`config.mk`:
```
export PLATFORM = sky130hd
export DESIGN_NAME = sync_fifo
export DESIGN_NICKNAME = d
export VERILOG_FILES = /design/src/rtl/sync_fifo.sv
export SDC_FILE = /design/constraint.sdc
export NUM_CORES = 1
export LEC_CHECK = 0
export BUFFER_PORTS_ARGS = -buffer_cell sky130_fd_sc_hd__buf_2
export CAP_MARGIN = 20
export CORE_MARGIN = 4
export CORE_UTILIZATION = 57
export DETAILED_ROUTE_END_ITERATION = 7
export MAX_ROUTING_LAYER = met4
export PLACE_DENSITY = 0.74
export SLEW_MARGIN = 20
export SYNTH_ARGS = -nofsm -noshare
export SYNTH_HDL_FRONTEND = slang
export SYNTH_SLANG_ARGS = --single-unit
```
`constraint.sdc`:
```
create_clock -name clk -period 11.28 [get_ports clk]
set_input_delay 1.128 -clock clk [delete_from_list [all_inputs] [get_ports clk]]
set_output_delay 1.128 -clock clk [all_outputs]
set_load 0.005 [all_outputs]
```
`src/rtl/sync_fifo.sv`:
```
// sync_fifo: single-clock FIFO with arbitrary depth, selectable standard or
// first-word-fall-through read mode, occupancy level, almost-full/empty
// thresholds, sticky overflow/underflow flags and a synchronous flush.
// Pointers are plain binary and wrap by explicit compare, so SIZE need not
// be a power of two.

module sync_fifo #(
  parameter int BITS            = 32,
  parameter int SIZE            = 16,
  parameter int FWFT            = 0,
  parameter int ALMOST_FULL_TH  = SIZE - 2,
  parameter int ALMOST_EMPTY_TH = 2,
  localparam int LW             = $clog2(SIZE + 1)
) (
  input  logic            clk,
  input  logic            rst,
  input  logic            p_clear,
  input  logic            p_write_en,
  input  logic [BITS-1:0] p_write_data,
  output logic            p_write_full,
  output logic            p_write_almost_full,
  input  logic            p_read_en,
  output logic [BITS-1:0] p_read_data,
  output logic            p_read_empty,
  output logic            p_read_almost_empty,
  output logic [LW-1:0]   p_level,
  output logic            p_overflow,
  output logic            p_underflow
);

  // Pointer width covers indices 0..SIZE-1; SIZE >= 2 keeps this at least 1.
  localparam int PW = (SIZE > 1) ? $clog2(SIZE) : 1;

  localparam logic [PW-1:0] PTR_LAST = PW'(SIZE - 1);
  localparam logic [LW-1:0] LVL_FULL = LW'(SIZE);
  localparam logic [LW-1:0] LVL_AF   = LW'(ALMOST_FULL_TH);
  localparam logic [LW-1:0] LVL_AE   = LW'(ALMOST_EMPTY_TH);

  logic [BITS-1:0] mem [SIZE];

  logic [PW-1:0] wr_ptr;
  logic [PW-1:0] rd_ptr;
  logic [PW-1:0] wr_ptr_next;
  logic [PW-1:0] rd_ptr_next;
  logic [LW-1:0] count;
  logic [LW-1:0] count_next;

  logic full;
  logic empty;
  logic write_accept;
  logic read_accept;
  logic overflow_q;
  logic underflow_q;

  // Full/empty come straight from the registered count, so no flag depends
  // combinationally on the request inputs.
  always_comb begin
    full  = (count == LVL_FULL);
    empty = (count == '0);
  end

  // Requests are accepted against the pre-cycle count; a flush swallows both.
  always_comb begin
    write_accept = p_write_en && !full  && !p_clear;
    read_accept  = p_read_en  && !empty && !p_clear;
  end

  // Pointer advance with explicit wrap from SIZE-1 back to 0.
  always_comb begin
    wr_ptr_next = wr_ptr;
    rd_ptr_next = rd_ptr;
    if (write_accept) begin
      wr_ptr_next = (wr_ptr == PTR_LAST) ? '0 : wr_ptr + PW'(1);
    end
    if (read_accept) begin
      rd_ptr_next = (rd_ptr == PTR_LAST) ? '0 : rd_ptr + PW'(1);
    end
  end

  // Occupancy moves only when exactly one side is accepted.
  always_comb begin
    count_next = count;
    case ({write_accept, read_accept})
      2'b10:   count_next = count + LW'(1);
      2'b01:   count_next = count - LW'(1);
      default: count_next = count;
    endcase
  end

  // Pointer and count registers; a flush returns them to the empty state.
  always_ff @(posedge clk or posedge rst) begin
    if (rst) begin
      wr_ptr <= '0;
      rd_ptr <= '0;
      count  <= '0;
    end else if (p_clear) begin
      wr_ptr <= '0;
      rd_ptr <= '0;
      count  <= '0;
    end else begin
      wr_ptr <= wr_ptr_next;
      rd_ptr <= rd_ptr_next;
      count  <= count_next;
    end
  end

  // Storage is never reset or flushed; only accepted writes touch it.
  always_ff @(posedge clk) begin
    if (write_accept) begin
      mem[wr_ptr] <= p_write_data;
    end
  end

  // Sticky error flags: any rejected request against a full/empty FIFO
  // latches until reset or flush.
  always_ff @(posedge clk or posedge rst) begin
    if (rst) begin
      overflow_q  <= 1'b0;
      underflow_q <= 1'b0;
    end else if (p_clear) begin
      overflow_q  <= 1'b0;
      underflow_q <= 1'b0;
    end else begin
      if (p_write_en && full) begin
        overflow_q <= 1'b1;
      end
      if (p_read_en && empty) begin
        underflow_q <= 1'b1;
      end
    end
  end

  generate
    if (FWFT == 0) begin : g_std_read
      logic [BITS-1:0] rd_data_q;

      // Standard mode: the head word is captured on the edge that accepts
      // the read and held until the next accepted read or flush.
      always_ff @(posedge clk or posedge rst) begin
        if (rst) begin
          rd_data_q <= '0;
        end else if (p_clear) begin
          rd_data_q <= '0;
        end else if (read_accept) begin
          rd_data_q <= mem[rd_ptr];
        end
      end

      assign p_read_data = rd_data_q;
    end else begin : g_fwft_read
      // FWFT mode: the head word is always presented, zero while empty.
      always_comb begin
        p_read_data = '0;
        if (!empty) begin
          p_read_data = mem[rd_ptr];
        end
      end
    end
  endgenerate

  assign p_write_full        = full;
  assign p_write_almost_full = (count >= LVL_AF);
  assign p_read_empty        = empty;
  assign p_read_almost_empty = (count <= LVL_AE);
  assign p_level             = count;
  assign p_overflow          = overflow_q;
  assign p_underflow         = underflow_q;

endmodule

```
==> flow_summary.toml, run 1 <==
[run_status]
run_status = "finished, final reports clean"

[placement]
dp_hpwl_mm = 23.4
placedInstanceArea_sq_um = 22800
portBuffers = 79
routabilityCongestion = 0.778
dp.cells = 1554
post-place-ws_ns = 7.45

[die]
fp.dieW_microns = 203
design.die.area_sq_um = 41000
pin_count = 80
start_util = 0.584
coreArea_sq_um = 37000
rows = 70
die_h_microns = 203

[power_and_ir_drop]
leakage_nw = 8.08
clock_power_share = 0.354
vdd_ir_drop_max_mv = 0.201
p_seq_frac = 0.465
powerDensity_nw_per_um2 = 211
p_int_mw = 3.93
switching_share = 0.246
switchingPower_mw = 1.28
fin_total_pwr_mw = 5.22
combPwrFrac = 0.181

[cts]
post_cts_buffers = 0
clk_latency_ns = 0.60
postCtsResizedCells = 0
cts_root_buffer = "clkbuf_16"
cts_sinks = 559
cts_tree = "done"
clk_pin_slew_ns = 0.06
clockBufferDepth = 3
holdBufCountCts = 0
cts_buffers = 56
cts-htree-levels = 2

[global_routing]
antenna_found_initial = 1
grt_max_degree = 118
gr-usage-all-layers = 0.225
grt_overflow_total = 0
grt_pass1_wl_mm = 67.1
grt_pass1_vias = 10676

[drt]
routed_wl_mm = 43.9
drt_iter0_drc = 1127
via_per_inst = 6.14
vias = 10181
drtAntennaViolNets = 0
drt_first_pass_iters = 5
drcViolationCount = 0
wl_per_cell_microns = 26.4

[final_layout]
syn_to_final_growth_pct = 14.5
stdcell_area_sq_um = 24700
nets = 1152
final_util = 0.668
stdcell_count = 1659
drive_above_1_share = 0.330

[worst_hold_path]
hold_class = "flop to flop"
min_delay_path_depth = 2

[synthesis]
synth-edff-count = 512
yosysSeqAreaShare = 0.767
synth_cell_types = 46
ys_seq_elements = 559
synth_area_per_cell_sq_um = 21.7
synthArstFlopShare = 0.0841
synth.cell_area_sq_um = 21600
synth_nets = 1040
synth_cells = 996
synth_warnings = 0
synth-main-ff-cell = "edfxtp_1"

[sta]
tightest_slew_ns = 1.08
slew_violations = 0
timing.fmax_ghz = 0.301
postLayoutSetupSlackWorst_ns = 7.95
finalCritPeriodShare = 0.295
min_period_ns = 3.33
rsz0062_at_grt = "false"
relSlewSlack = 0.283
fin_worst_hold_slack_ns = 0.471
skew_ns = 0.0132
fin_tns_setup_ns = 0
setup_viol = 0
hold_viol_final = 0

[critical_path]
end_kind = "flop"
r2r_cells = 5
crit_path_frequent_cell = "mux4_2"
cp_slowest_stage_delay_ns = 1.03
slowest_stage = "dfrtp_4"
cp.required_ns = 11.73
path_class = "flop to flop"
startpoint_type = "flop"
cp_max_fo = 71
r2r_slack_ns = 7.95
crit_chain = "buf_4 > mux4_2 > mux4_2 > inv_1 > o21ai_0"
cp.arrival_ns = 3.77

[run]
cap_violations = 0
Yosys cell counts, types with 2 or more instances:
| master | number | area, sq um |
|---|---|---|
| buf_1 | 12 | 45.0 |
| mux4_2 | 160 | 3600 |
| nor2_1 | 29 | 109 |
| buf_6 | 2 | 22.5 |
| o21ai_0 | 35 | 175 |
| dfrtp_1 | 47 | 1180 |
| a21boi_1 | 2 | 15.0 |
| nand2b_1 | 2 | 12.5 |
| edfxtp_1 | 512 | 15400 |
| nand3_1 | 4 | 20.0 |
| a21oi_1 | 9 | 45.0 |
| mux2_4 | 2 | 30.0 |
| ha_1 | 7 | 87.6 |
| mux2i_1 | 3 | 30.0 |
| nand2_1 | 49 | 184 |
| clkbuf_1 | 24 | 90.1 |
| buf_2 | 15 | 75.1 |
| o21ai_1 | 2 | 10.0 |
| nor3_1 | 7 | 35.0 |
| xor2_1 | 3 | 26.3 |
| inv_1 | 38 | 143 |
| nor3b_1 | 3 | 22.5 |
| or3_1 | 4 | 25.0 |
| xnor2_1 | 3 | 26.3 |
per-layer routing:
| metal | track usage | share of wire | up-vias |
|---|---|---|---|
| met5 | - | 0 | - |
| met4 | 0.0536 | 0.018 | 0 |
| met1 | 0.317 | 0.41 | 5393 |
| met2 | 0.347 | 0.49 | 414 |
| met3 | 0.0527 | 0.076 | 66 |
| li1 | - | - | 4308 |
sequential cells by signal, summed over array words and instances, names as in the netlist:
signal and flops:
rd_ptr 4, p_level 5, mem 512, p_overflow 1, p_read_data 32, p_underflow 1
wr_ptr 4
power groups by stage:
stage | combinational [mW] | clock [mW] | sequential (mW)
3_3_place_gp | 0.941 | 0 | 2.46
2_1_floorplan | 0.733 | 0 | 2.42
3_5_place_dp | 0.958 | 0 | 2.47
4_1_cts | 0.968 | 1.88 | 2.43
5_1_grt | 1.03 | 1.97 | 2.44
6_report | 0.947 | 1.85 | 2.43
cell type report:
| cell class | count | area [sq um] |
|---|---|---|
| Inverter | 38 | 143 |
| Antenna cell | 1 | 2.50 |
| Tap cell | 504 | 631 |
| Clock buffer | 72 | 1530 |
| Timing Repair Buffer | 107 | 726 |
| Sequential cell | 559 | 16600 |
| Multi-Input combinational cell | 346 | 4770 |
| Clock inverter | 32 | 323 |
| Fill cell | 2374 | 12300 |
worst paths after layout:
check / startpoint / endpoint
hold / removal: p_read_data[27] / p_read_data[27]
min in group asynchronous: rst / p_read_data[25]
hold reg to reg: p_read_data[27] / p_read_data[27]
max in group asynchronous: rst / rd_ptr[3]
setup / recovery: rd_ptr[1] / p_read_data[30]
setup reg to reg: rd_ptr[1] / p_read_data[30]
logic make-up (layout without fill, tap and decap cells):
family | after synthesis | count (layout) | share of synthesized area
mux | 165 | 165 | 0.170
other cells | 0 | 1 | 0
fa+ha+maj | 7 | 7 | 0.00406
simple gates | 106 | 106 | 0.0221
flops | 559 | 559 | 0.767
xor+xnor | 6 | 6 | 0.00244
compound gates | 62 | 62 | 0.0169
buf+inv | 91 | 249 | 0.0174
placed cells by master (no fill, tap or decap), types with 3 or more instances in the layout:
| cell type | n |
|---|---|
| ha_1 | 7 |
| clkinvlp_4 | 4 |
| a21oi_1 | 9 |
| nor3_2 | 4 |
| nor3_1 | 3 |
| mux2i_1 | 3 |
| nand2_1 | 49 |
| clkinv_1 | 10 |
| buf_2 | 79 |
| dfrtp_4 | 3 |
| bufinv_16 | 6 |
| xnor2_1 | 3 |
| buf_4 | 20 |
| clkbuf_16 | 58 |
| inv_1 | 37 |
| edfxtp_1 | 512 |
| nor3b_1 | 3 |
| or3_1 | 4 |
| o21ai_0 | 34 |
| buf_16 | 4 |
| clkinv_2 | 10 |
| clkbuf_1 | 11 |
| nor2_1 | 16 |
| nor2_4 | 13 |
| mux4_2 | 160 |
| nand3_1 | 4 |
| clkbuf_8 | 3 |
| dfrtp_1 | 43 |
| xor2_1 | 3 |
critical path: cells and delay by family, from the launching register on:
| family | cells | cell delay, ns |
|---|---|---|
| flip-flops | 1 | 1.03 |
| buffers and inverters | 2 | 0.97 |
| multiplexers | 2 | 0.95 |
| AO/OA/AOI/OAI | 1 | 0.08 |
Power figures use the tool's default switching activity.
==> inputs of run 2 (changes only) <==
CORE_UTILIZATION = 55   (was 57)
PLACE_DENSITY = 0.75   (was 0.74)
clock period = 3 ns   (was 11.28 ns; I/O delays follow)
==> flow_summary.toml, run 2 (synthesis results as in run 1) <==
[run_status]
run_status = "finished, final reports clean"

[global_routing]
grt_pass1_vias = 10753
gr-usage-all-layers = 0.230
grt_overflow_total = 0
antenna_found_initial = 3
grt_pass1_wl_mm = 69.2
grt_max_degree = 37

[placement]
routabilityCongestion = 0.808
post-place-ws_ns = 0.272
placedInstanceArea_sq_um = 23200
portBuffers = 79
dp_hpwl_mm = 25.1

[die]
fp.dieW_microns = 206
start_util = 0.557
coreArea_sq_um = 38700
pin_count = 80
die_h_microns = 206
rows = 72
design.die.area_sq_um = 42500

[power_and_ir_drop]
powerDensity_nw_per_um2 = 775
vdd_ir_drop_max_mv = 0.475
fin_total_pwr_mw = 19.3
leakage_nw = 8.10

[final_layout]
layout_common_cells = "512 x edfxtp_1, 160 x mux4_2, 79 x buf_2, 55 x clkbuf_16, 49 x nand2_1"
final_util = 0.642
largest_reg_flops = 512
nets = 1169
fillCellCount = 2554
syn_to_final_growth_pct = 15.2
stdcell_area_sq_um = 24900
top_register = "mem"
layout_commonest_cell = "edfxtp_1"
drive_above_1_share = 0.332

[sta]
min_period_ns = 2.77
timing.fmax_ghz = 0.361
finalCritPeriodShare = 0.925
tightest_slew_ns = 0.994
slew_violations = 0
setup_viol = 0
postLayoutSetupSlackWorst_ns = 0.226
relSlewSlack = 0.338
hold_viol_final = 0
rsz0062_at_grt = "false"
skew_ns = 0.0152

[critical_path]
path_class = "flop to flop"
cp.arrival_ns = 3.22
cp.required_ns = 3.44
startpoint = "p_level[0]"
startpoint_type = "flop"
end_kind = "flop"
r2r-start = "p_level[0]"
cp_max_fo = 8

[cts]
cts_tree = "done"
cts_buffers = 53
cts-htree-levels = 2
clk_latency_ns = 0.57
clk_pin_slew_ns = 0.06
cts_root_buffer = "clkbuf_16"
clockBufferDepth = 3
post_cts_buffers = 0
postCtsResizedCells = 0
cts_sinks = 559

[drt]
drt-met1-wl_mm = 18.4
drt_first_pass_iters = 5
wl_per_cell_microns = 27.4
drcViolationCount = 0
highest_layer = "met4"
drtAntennaViolNets = 0
drt_iter0_drc = 1188
via_per_inst = 6.17
routed_wl_mm = 46.3
dr_wl_met3_mm = 4.02
dr_wl_met2_mm = 23.0
vias = 10440

[worst_hold_path]
min-delay-start = "p_write_data[30]"
hold_class = "input pin to flop"

[run]
cap_violations = 0
run 2: cell count changes in the layout (fill, tap and decap cells not counted), sizes merged:
cell         previous run  this run
clkinv                 21        18
clkinvlp                4         3
clkbuf                 72        75
dlygate4sd3             0         1
bufinv                  6         3
buf                   107       126
diode                   1         3
run 2: area by class of cell:
cell class | instances | area (sq um) | share of cell area
Clock buffer | 75 | 1490 | 0.0600
Multi-Input combinational cell | 346 | 4790 | 0.193
Sequential cell | 559 | 16600 | 0.666
Antenna cell | 3 | 7.51 | 0.000302
Inverter | 38 | 143 | 0.00574
Tap cell | 518 | 648 | 0.0261
Timing Repair Buffer | 127 | 1020 | 0.0411
Clock inverter | 25 | 196 | 0.00790
run 2: repair_timing:
action                     CTS  global route
hold buffers                 1             0
setup endpoints to repair    0             0
hold endpoints to repair    30             0
run 2: layer usage:
metal,up-vias,global-route usage
met2,497,0.357
met5,-,-
met1,5524,0.324
met3,59,0.0512
li1,4360,-
met4,0,0.0518
run 2: worst paths after layout:
| kind | slack [ns] | end | depth (start not counted) |
|---|---|---|---|
| worst max-delay path | 0.23 | p_level[4] | 9 |
| worst min-delay path | 0.1 | mem[5][30] | 1 |
| worst max register to register | 0.23 | p_level[4] | 9 |
| worst min register to register | 0.47 | p_read_data[17] | 2 |
| max in group asynchronous | 1.71 | p_read_data[3] | 4 |
| min in group asynchronous | 0.43 | p_read_data[13] | 3 |
run 2: worst max-delay path, stage by stage (launching register included):
cell       delay, ns
dfrtp_1         0.47
or4_4           0.64
mux2_4          0.36
xnor2_1         0.15
ha_1            0.23
o21ba_2         0.14
nor3_1          0.04
mux2_4          0.29
o2111ai_1       0.19
o311ai_1        0.12
run 2: report_power, final:
group          total (mW)  switching [mW]  internal (mW)
Combinational        3.79            1.78           2.00
Clock                6.46            2.75           3.72
Sequential           9.02           0.234           8.79
Total                19.3            4.77           14.5
run 2: through the flow:
stage	TNS [ns]	cells	hold WS [ns]
2_1_floorplan	-111.63	996	0.399
3_3_place_gp	0	1587	0.460
3_5_place_dp	0	1587	0.469
4_1_cts	0	1688	0.0664
5_1_grt	0	1691	0.0842
6_report	0	1691	0.0958
==> inputs of run 3 (changes only) <==
==> constraint.sdc (replaced) <==
create_clock -name clk -period 3 [get_ports clk]
set_input_delay 0.6 -clock clk [delete_from_list [all_inputs] [get_ports clk]]
set_output_delay 0.6 -clock clk [all_outputs]
set_load 0.005 [all_outputs]
==> flow_summary.toml, run 3 (synthesis results as in run 1) <==
[critical_path]
path_class = "flop to flop"
end_kind = "flop"
cp_max_fo = 8
cp.arrival_ns = 3.19
cp.required_ns = 3.43
startpoint_type = "flop"

[global_routing]
grt_max_degree = 47
grt_overflow_total = 0
grt_pass1_wl_mm = 69.9
gr-usage-all-layers = 0.230
antenna_found_initial = 2
grt_pass1_vias = 10889

[drt]
wl_per_cell_microns = 27.1
via_per_inst = 6.19
drtAntennaViolNets = 0
routed_wl_mm = 45.9
drcViolationCount = 0
drt_first_pass_iters = 5
drt_iter0_drc = 1204
vias = 10487

[run]
cap_violations = 0

[power_and_ir_drop]
leakage_nw = 8.11
powerDensity_nw_per_um2 = 771
vdd_ir_drop_max_mv = 0.523
fin_total_pwr_mw = 19.2

[final_layout]
syn_to_final_growth_pct = 15.1
stdcell_count = 1695
drive_above_1_share = 0.334
stdcell_area_sq_um = 24800
top_register = "mem"
layout_commonest_cell = "edfxtp_1"
final_util = 0.641
layout_common_cells = "512 x edfxtp_1, 160 x mux4_2, 79 x buf_2, 54 x clkbuf_16, 49 x nand2_1"
nets = 1176
largest_reg_flops = 512

[cts]
cts_sinks = 559
post_cts_buffers = 0
cts_tree = "done"
holdBufCountCts = 0
clk_pin_slew_ns = 0.06
cts_buffers = 53
clk_latency_ns = 0.57
clockBufferDepth = 3
postCtsResizedCells = 0
cts-htree-levels = 2
cts_root_buffer = "clkbuf_16"

[worst_hold_path]
hold_class = "input pin to async pin"

[sta]
finalCritPeriodShare = 0.918
postLayoutSetupSlackWorst_ns = 0.245
timing.fmax_ghz = 0.363
setup_viol = 0
skew_ns = 0.0184
hold_viol_final = 0
relSlewSlack = 0.277
tightest_slew_ns = 1.08
min_period_ns = 2.76
slew_violations = 0
rsz0062_at_grt = "false"
fin_worst_hold_slack_ns = 0.160
fin_tns_setup_ns = 0

[placement]
routabilityCongestion = 0.826
placedInstanceArea_sq_um = 23200
dp.cells = 1594
portBuffers = 79
post-place-ws_ns = 0.256
dp_hpwl_mm = 24.9

[die]
fp.dieW_microns = 206
design.die.area_sq_um = 42500
coreArea_sq_um = 38700
start_util = 0.557
rows = 72
die_h_microns = 206
pin_count = 80

[run_status]
run_status = "finished, final reports clean"
## run 3: cell count changes in the layout (fill, tap and decap cells not counted), moves of 2 or more
| cell | before | now |
|---|---|---|
| clkinv_1 | 12 | 8 |
| clkinv_2 | 6 | 8 |
| buf_4 | 26 | 34 |
| clkbuf_1 | 16 | 22 |
| clkbuf_8 | 4 | 1 |
| clkinvlp_4 | 3 | 1 |
## run 3: power by group
part,total (mW),internal [mW],switching [mW]
registers,9.03,8.79,0.237
clock network,6.26,3.53,2.73
logic,3.87,2.05,1.82
## run 3: area by class of cell
| class | count | area [sq um] |
|---|---|---|
| flip-flops and latches | 559 | 16600 |
| fillers | 2490 | 13900 |
| multi-input cells | 346 | 4790 |
| clock buffers | 77 | 1450 |
| repair buffers | 134 | 1070 |
| well taps | 518 | 648 |
| clock inverters | 21 | 166 |
| inverters | 38 | 143 |
| diodes | 2 | 5.00 |
## run 3: path summary, 6_finish.rpt
| check | startpoint | to | slack [ns] | depth (start not counted) |
|---|---|---|---|---|
| max | p_level[0] | p_level[4] | 0.24 | 9 |
| min | rst | p_read_data[11] | 0.16 | 2 |
| max reg2reg | p_level[0] | p_level[4] | 0.24 | 9 |
| min reg2reg | p_read_data[24] | p_read_data[24] | 0.48 | 2 |
| max in group asynchronous | rst | p_read_data[1] | 2.22 | 3 |
| min in group clk | p_write_data[1] | mem[13][1] | 0.40 | 1 |
## run 3: metal layers
layer	up-vias	share of wire	global-route usage	wire length, microns
met3	64	0.081	0.0417	3730
met2	509	0.49	0.357	22600
met5	-	0	-	0
met1	5550	0.41	0.333	18700
met4	0	0.017	0.0442	794
li1	4364	-	-	-
## run 3: worst max-delay path, stage by stage, from the launching register on
cell,delay (ns)
dfrtp_1,0.47
or4_4,0.63
mux2_4,0.35
xnor2_1,0.15
ha_1,0.23
o21ba_2,0.14
nor3_1,0.04
mux2_4,0.28
o2111ai_1,0.21
o311ai_1,0.12
